[config.mk]
export PLATFORM = sky130hd
export DESIGN_NAME = trace_round_ctrl
export DESIGN_NICKNAME = d
export VERILOG_FILES = /design/src/rtl/trace_pkg.sv /design/src/rtl/trace_pattern_rom.sv /design/src/rtl/trace_round_ctrl.sv
export SDC_FILE = /design/constraint.sdc
export NUM_CORES = 1
export LEC_CHECK = 0
export BUFFER_PORTS_ARGS = -buffer_cell sky130_fd_sc_hd__buf_2
export CORE_UTILIZATION = 50
export DETAILED_ROUTE_END_ITERATION = 10
export PLACE_DENSITY_LB_ADDON = 0.25
export SYNTH_ARGS = -nofsm -noshare
export SYNTH_HDL_FRONTEND = slang
export SYNTH_SLANG_ARGS = --single-unit
export TNS_END_PERCENT = 10
[constraint.sdc]
create_clock -name clk -period 2.7 [get_ports clk]
set_input_delay 0.405 -clock clk [delete_from_list [all_inputs] [get_ports clk]]
set_output_delay 0.405 -clock clk [all_outputs]
set_load 0.03 [all_outputs]
[src/rtl/trace_pkg.sv]
// Shared types and constants for the spell-trace round controller.
package trace_pkg;

  localparam int unsigned TRACE_W = 16;
  localparam int unsigned COUNT_W = 6;

  typedef logic [2:0] state_t;

  localparam state_t StIdle  = 3'd0;
  localparam state_t StLoad  = 3'd1;
  localparam state_t StWait  = 3'd2;
  localparam state_t StAward = 3'd3;
  localparam state_t StDone  = 3'd4;

  localparam logic PlayerP1 = 1'b0;
  localparam logic PlayerP2 = 1'b1;

  localparam logic [COUNT_W-1:0] ScoreMax = '1;

  // Extra traced cells are allowed; every target cell must be covered.
  function automatic logic trace_covers(logic [TRACE_W-1:0] traced,
                                        logic [TRACE_W-1:0] target);
    return (traced & target) == target;
  endfunction

endpackage

[src/rtl/trace_pattern_rom.sv]
// Synchronous pattern ROM: one 16-bit target pattern per round, read when en_i is high.
module trace_pattern_rom
  import trace_pkg::*;
#(
  parameter int unsigned NUM_TRACES = 30
) (
  input  logic               clk_i,
  input  logic               reset_i,
  input  logic               en_i,
  input  logic [COUNT_W-1:0] addr_i,
  output logic [TRACE_W-1:0] data_o
);

  logic [TRACE_W-1:0] data_q;

  function automatic logic [TRACE_W-1:0] pattern(logic [COUNT_W-1:0] idx);
    logic [TRACE_W-1:0] p;
    unique case (idx)
      6'd0:    p = 16'h0231;
      6'd1:    p = 16'h0075;
      6'd2:    p = 16'h8ca9;
      6'd3:    p = 16'h8f23;
      6'd4:    p = 16'h1248;
      6'd5:    p = 16'h8421;
      6'd6:    p = 16'hf00f;
      6'd7:    p = 16'h0ff0;
      6'd8:    p = 16'h3c3c;
      6'd9:    p = 16'h6996;
      6'd10:   p = 16'h9009;
      6'd11:   p = 16'h4e72;
      6'd12:   p = 16'h27e4;
      6'd13:   p = 16'hc003;
      6'd14:   p = 16'h0660;
      6'd15:   p = 16'h5a5a;
      6'd16:   p = 16'ha5a5;
      6'd17:   p = 16'h1f80;
      6'd18:   p = 16'h01f8;
      6'd19:   p = 16'hc30c;
      6'd20:   p = 16'h30c3;
      6'd21:   p = 16'h7111;
      6'd22:   p = 16'h888e;
      6'd23:   p = 16'h4bd2;
      6'd24:   p = 16'h2db4;
      6'd25:   p = 16'hf888;
      6'd26:   p = 16'h111f;
      6'd27:   p = 16'h6a56;
      6'd28:   p = 16'h0e70;
      6'd29:   p = 16'hb00d;
      default: p = '0;
    endcase
    return p;
  endfunction

  always_ff @(posedge clk_i) begin
    if (reset_i) begin
      data_q <= '0;
    end else if (en_i) begin
      data_q <= (32'(addr_i) < NUM_TRACES) ? pattern(addr_i) : '0;
    end
  end

  assign data_o = data_q;

endmodule

[src/rtl/trace_round_ctrl.sv]
// Round sequencer: fetches patterns, arbitrates p1/p2 submissions and keeps scores.
// Optional per-round timeout is built only when TRACE_TIMEOUT_EN is defined.
module trace_round_ctrl
  import trace_pkg::*;
#(
  parameter int unsigned NUM_TRACES     = 30,
  parameter int unsigned TIMEOUT_CYCLES = 50_000_000
) (
  input  logic               clk,
  input  logic               reset,
  input  logic               start,
  input  logic               two_player_mode,
  input  logic [TRACE_W-1:0] p1_traced,
  input  logic               p1_valid,
  input  logic [TRACE_W-1:0] p2_traced,
  input  logic               p2_valid,
  output logic [TRACE_W-1:0] trace_to_display,
  output logic [COUNT_W-1:0] trace_count,
  output logic               trace_screen_on,
  output logic               round_done,
  output logic               round_winner,
  output logic [COUNT_W-1:0] p1_score,
  output logic [COUNT_W-1:0] p2_score,
  output logic               game_over,
  output logic               end_game_early
);

  localparam logic [COUNT_W-1:0] LastIdx = COUNT_W'(NUM_TRACES - 1);

  state_t             state_q, state_d;
  logic [COUNT_W-1:0] count_q, count_d;
  logic [COUNT_W-1:0] p1_score_q, p1_score_d;
  logic [COUNT_W-1:0] p2_score_q, p2_score_d;
  logic               winner_q, winner_d;
  logic               last_win_q, last_win_d;
  logic               mode_q, mode_d;

  logic               game_start;
  logic               p1_elig, p2_elig, any_elig, win;
  logic               timeout;

  trace_pattern_rom #(
    .NUM_TRACES(NUM_TRACES)
  ) u_rom (
    .clk_i  (clk),
    .reset_i(reset),
    .en_i   (state_q == StLoad),
    .addr_i (count_q),
    .data_o (trace_to_display)
  );

  assign game_start = start && ((state_q == StIdle) || (state_q == StDone));
  assign p1_elig    = p1_valid && trace_covers(p1_traced, trace_to_display);
  assign p2_elig    = p2_valid && mode_q && trace_covers(p2_traced, trace_to_display);
  assign any_elig   = p1_elig || p2_elig;
  // On a tie the player who did not win the previous round takes it.
  assign win        = (p1_elig && p2_elig) ? ~last_win_q : (p2_elig ? PlayerP2 : PlayerP1);

  always_comb begin
    state_d    = state_q;
    count_d    = count_q;
    p1_score_d = p1_score_q;
    p2_score_d = p2_score_q;
    winner_d   = winner_q;
    last_win_d = last_win_q;
    mode_d     = mode_q;
    if (game_start) begin
      state_d    = StLoad;
      count_d    = '0;
      p1_score_d = '0;
      p2_score_d = '0;
      winner_d   = PlayerP1;
      last_win_d = PlayerP2;
      mode_d     = two_player_mode;
    end else begin
      case (state_q)
        StLoad: state_d = StWait;
        StWait: begin
          if (any_elig) begin
            state_d    = StAward;
            winner_d   = win;
            last_win_d = win;
            if (win == PlayerP2) begin
              if (p2_score_q != ScoreMax) p2_score_d = p2_score_q + 1'b1;
            end else begin
              if (p1_score_q != ScoreMax) p1_score_d = p1_score_q + 1'b1;
            end
          end else if (timeout) begin
            state_d = StDone;
          end
        end
        StAward: begin
          if (count_q == LastIdx) begin
            state_d = StDone;
          end else begin
            state_d = StLoad;
            count_d = count_q + 1'b1;
          end
        end
        StIdle, StDone: state_d = state_q;
        default: state_d = StIdle;
      endcase
    end
  end

  always_ff @(posedge clk) begin
    if (reset) begin
      state_q    <= StIdle;
      count_q    <= '0;
      p1_score_q <= '0;
      p2_score_q <= '0;
      winner_q   <= PlayerP1;
      last_win_q <= PlayerP2;
      mode_q     <= 1'b0;
    end else begin
      state_q    <= state_d;
      count_q    <= count_d;
      p1_score_q <= p1_score_d;
      p2_score_q <= p2_score_d;
      winner_q   <= winner_d;
      last_win_q <= last_win_d;
      mode_q     <= mode_d;
    end
  end

`ifdef TRACE_TIMEOUT_EN
  localparam logic [25:0] TimeoutLast = 26'(TIMEOUT_CYCLES - 1);

  logic [25:0] timer_q;
  logic        early_q;

  always_ff @(posedge clk) begin
    if (reset || state_q != StWait) begin
      timer_q <= '0;
    end else begin
      timer_q <= timer_q + 1'b1;
    end
  end

  assign timeout = (state_q == StWait) && (timer_q == TimeoutLast);

  always_ff @(posedge clk) begin
    if (reset || game_start) begin
      early_q <= 1'b0;
    end else if (timeout && !any_elig) begin
      early_q <= 1'b1;
    end
  end

  assign end_game_early = early_q;
`else
  assign timeout        = 1'b0;
  assign end_game_early = 1'b0;
`endif

  assign trace_count     = count_q;
  assign trace_screen_on = (state_q == StWait);
  assign round_done      = (state_q == StAward);
  assign round_winner    = winner_q;
  assign p1_score        = p1_score_q;
  assign p2_score        = p2_score_q;
  assign game_over       = (state_q == StDone);

endmodule
==> metrics.txt <==
Final Hold Vio Count 0; Post-Synth XOR/XNOR Area 1.48%; core area 0.00683 mm²; Num CTS Buffers 5; setup TNS 0 ps; net switching fraction of the power 37.0%; period utilisation layout 94.5%; Max FO, Critical Path 7; Worst VDD drop 0.000277 V; Post-Layout Cell Count 608; post-synthesis mux area share 4.03%; clk_lat worst skew 310 ps; WP data arrival 2790 ps; WP data required 2940 ps; RSZ-0062 raised after global routing no; I/O Buffers 75; hold path startpoint two_player_mode; simple-gate portion of the synthesized area 25.3%; filler cell count 639; Initial Util 51.9%; Tmin final 2550 ps; wire per inst 16.1 µm; Cell Int Power 1.35 mW; post-DR vias/cell 5.92; critical path type reg2reg; Cells after DPL 600; GP Congestion 0.932; FMAX 392 MHz; Avg Cell Area, Syn 8.22 µm²; PwrDens 509 mW/mm²; Synth Area in Adders 3.88%; TritonCTS clock tree done; wire length of the first global-routing pass 15800 µm; Post-DP Area 0.00410 mm²; main combinational cell family by area after synthesis compound AO/OA/AOI/OAI gates; Yosys top cell by area dfxtp_1; DIE AREA 0.00743 mm²; vias in the first global route 3284; Die Wd 86.2 µm; power share of the clock group 22.1%; max-slew violation count 0; #FFs+latches synth 56; drt drc 0; largest net degree at the start of global routing 25; Post-synth ARST share 0%; gr ovfl total 0; status finished clean; post-synth cell types 73; reg2reg path depth 13; Mapped Area 0.00354 mm²; DR pass1 iterations 5; Top FF cell, synth dfxtp_1; multi-input logic area 0.00219 mm²; number of max-cap violations 0; Antenna Nets Post-Route 0; hold_buf cts 0; Synth area leaders dfxtp_1 (32%), nand2b_1 (4.8%), a22oi_1 (4.0%); Finished Cell Area 0.00421 mm²; Seq/Total Area, Yosys 31.6%; layout cell share with drive strength beyond 1 28.9%; Critical Path End Type register; Worst Hold Class in2reg; Layout Skew 4.43 ps; Design Power 2.14 mW; reg2reg setup slack 150 ps; H-tree Lvls 2; row cnt 30; Total GRT Usage 27.0%; Worst Setup Start Kind register; nets@finish 560; Reg power frac 43.5%; r2r startpoint trace_count[1]$_SDFFE_PP0P_; crit path from trace_count[1]$_SDFFE_PP0P_; Static Leak 1.75 nW; Comb pwr share 34.4%; slew margin rel. 52.7%; clk sink count 56; via count 3602; Final Routed Wirelength 9770 µm; Area growth syn-to-layout 18.9%; Post-Syn Instances 431; Max clock buf depth 2; Switch Pwr 0.793 mW; area share of the largest cell type after synthesis 31.6%; # diodes 0; initial antenna violation count 0; Post-synth EDFFs 0; Reg area 0.00113 mm²; io pins 77; post-DP HPWL 7360 µm; final setup fails 0; clock-pin slew on the worst setup and hold paths 100 ps; yosys warns 0; Iteration-0 DRC Markers 179; Die H 86.2 µm; area fraction in compound gates after synthesis 25.8%; Root Buffer Master clkbuf_8; syn nets 480; Worst-Margin Slew 702 ps
[worst min path at each step]
stage | end | cells past startpoint
6_report | mode_q$_SDFFE_PP0P_ | 3
5_1_grt | mode_q$_SDFFE_PP0P_ | 3
4_1_cts | mode_q$_SDFFE_PP0P_ | 3
3_5_place_dp | u_rom.data_o[1]$_SDFFE_PP0N_ | 2
3_3_place_gp | u_rom.data_o[2]$_SDFFE_PP0N_ | 2
2_1_floorplan | mode_q$_SDFFE_PP0P_ | 2
[cell usage after synthesis (3+ instances only)]
library cell  instances
dfxtp_1              56
nor2_1               35
nand2b_1             27
nand2_1              25
a21oi_1              22
nand3_1              20
a22oi_1              19
inv_1                17
nor3_1               17
o21ai_0              14
clkbuf_1             13
ha_1                 11
and3_1                8
o2111ai_1             8
buf_2                 7
buf_6                 7
a31oi_1               6
o21ai_1               6
a211oi_1              5
mux2i_1               5
nor4_1                5
or3_1                 5
buf_4                 4
inv_2                 4
mux2_2                4
o211ai_1              4
o22ai_1               4
o31ai_1               4
or4_1                 4
xnor2_1               4
a311oi_1              3
a32oi_1               3
nand4_1               3
[cell type report]
type,instances,area share (%)
Tap cell,96,2.85
Multi-Input combinational cell,322,52.0
Inverter,21,1.96
Clock inverter,3,0.535
Clock buffer,5,1.63
Sequential cell,56,26.8
Timing Repair Buffer,105,14.3
[per-layer routing]
metal / vias to the layer above / track usage (%) / routed length (µm)
li1: 1747 / - / -
met1: 1676 / 36.3 / 4430
met2: 163 / 44.7 / 4540
met3: 16 / 3.81 / 663
met4: 0 / 8.79 / 140
met5: - / 0 / 0
[critical path: stages (launching register included)]
cell	delay (ps)
dfxtp_4	350
inv_1	40
ha_1	190
nor2b_4	140
a21oi_4	180
xor2_2	220
nand2_2	150
inv_2	90
ha_1	240
nand3_1	90
o21ai_0	200
a311oi_1	100
a211o_1	320
o2111ai_1	170
[kinds of logic (layout without fill, tap and decap cells)]
kind of cell / count (synthesis) / count (layout)
AND/OR/NAND/NOR: 167 / 167
flip-flops: 56 / 56
adder cells (fa/ha/maj): 11 / 11
multiplexers: 12 / 12
XOR/XNOR: 6 / 6
AO/OA/AOI/OAI: 125 / 125
other: 1 / 1
buffers and inverters: 53 / 134
[power by group through the flow]
stage | registers (mW) | clock network, mW | logic, mW
final | 0.932 | 0.474 | 0.738
after global placement | 0.946 | 0 | 0.713
after global routing | 0.939 | 0.518 | 0.807
after CTS | 0.929 | 0.489 | 0.726
after detailed placement | 0.948 | 0 | 0.723
after floorplan | 0.992 | 0 | 0.450
[cell usage in the layout (no fill, tap or decap), types with 6 or more instances in the layout]
| cell type | netlist | final |
|---|---|---|
| nand2_1 | 25 | 24 |
| nand3_1 | 20 | 20 |
| nor3_1 | 17 | 17 |
| o21ai_0 | 14 | 14 |
| a21oi_1 | 22 | 22 |
| nor2_1 | 35 | 35 |
| o21ai_1 | 6 | 6 |
| buf_4 | 4 | 30 |
| nand2b_1 | 27 | 27 |
| o2111ai_1 | 8 | 7 |
| a22oi_1 | 19 | 19 |
| ha_1 | 11 | 10 |
| a31oi_1 | 6 | 6 |
| dfxtp_1 | 56 | 53 |
| and3_1 | 8 | 8 |
| buf_2 | 7 | 75 |
| inv_1 | 17 | 15 |
[what timing repair did]
| action | in CTS | in global routing |
|---|---|---|
| setup buffers | 0 | 0 |
| gates resized for setup | 0 | 3 |
| setup endpoints to repair | 0 | 2 |
| hold endpoints to repair | 0 | 0 |
[metrics by stage]
stage | hold WS [ps] | setup WS, ps | util [%]
detailed placement | 460 | 177 | 60.1
global route | 321 | 15.6 | 61.7
finish | 332 | 148 | 61.7
floorplan | 437 | 8.70 | -
CTS | 325 | 152 | 61.4
global placement | 446 | 242 | 60.1
Power figures use the tool's default switching activity.
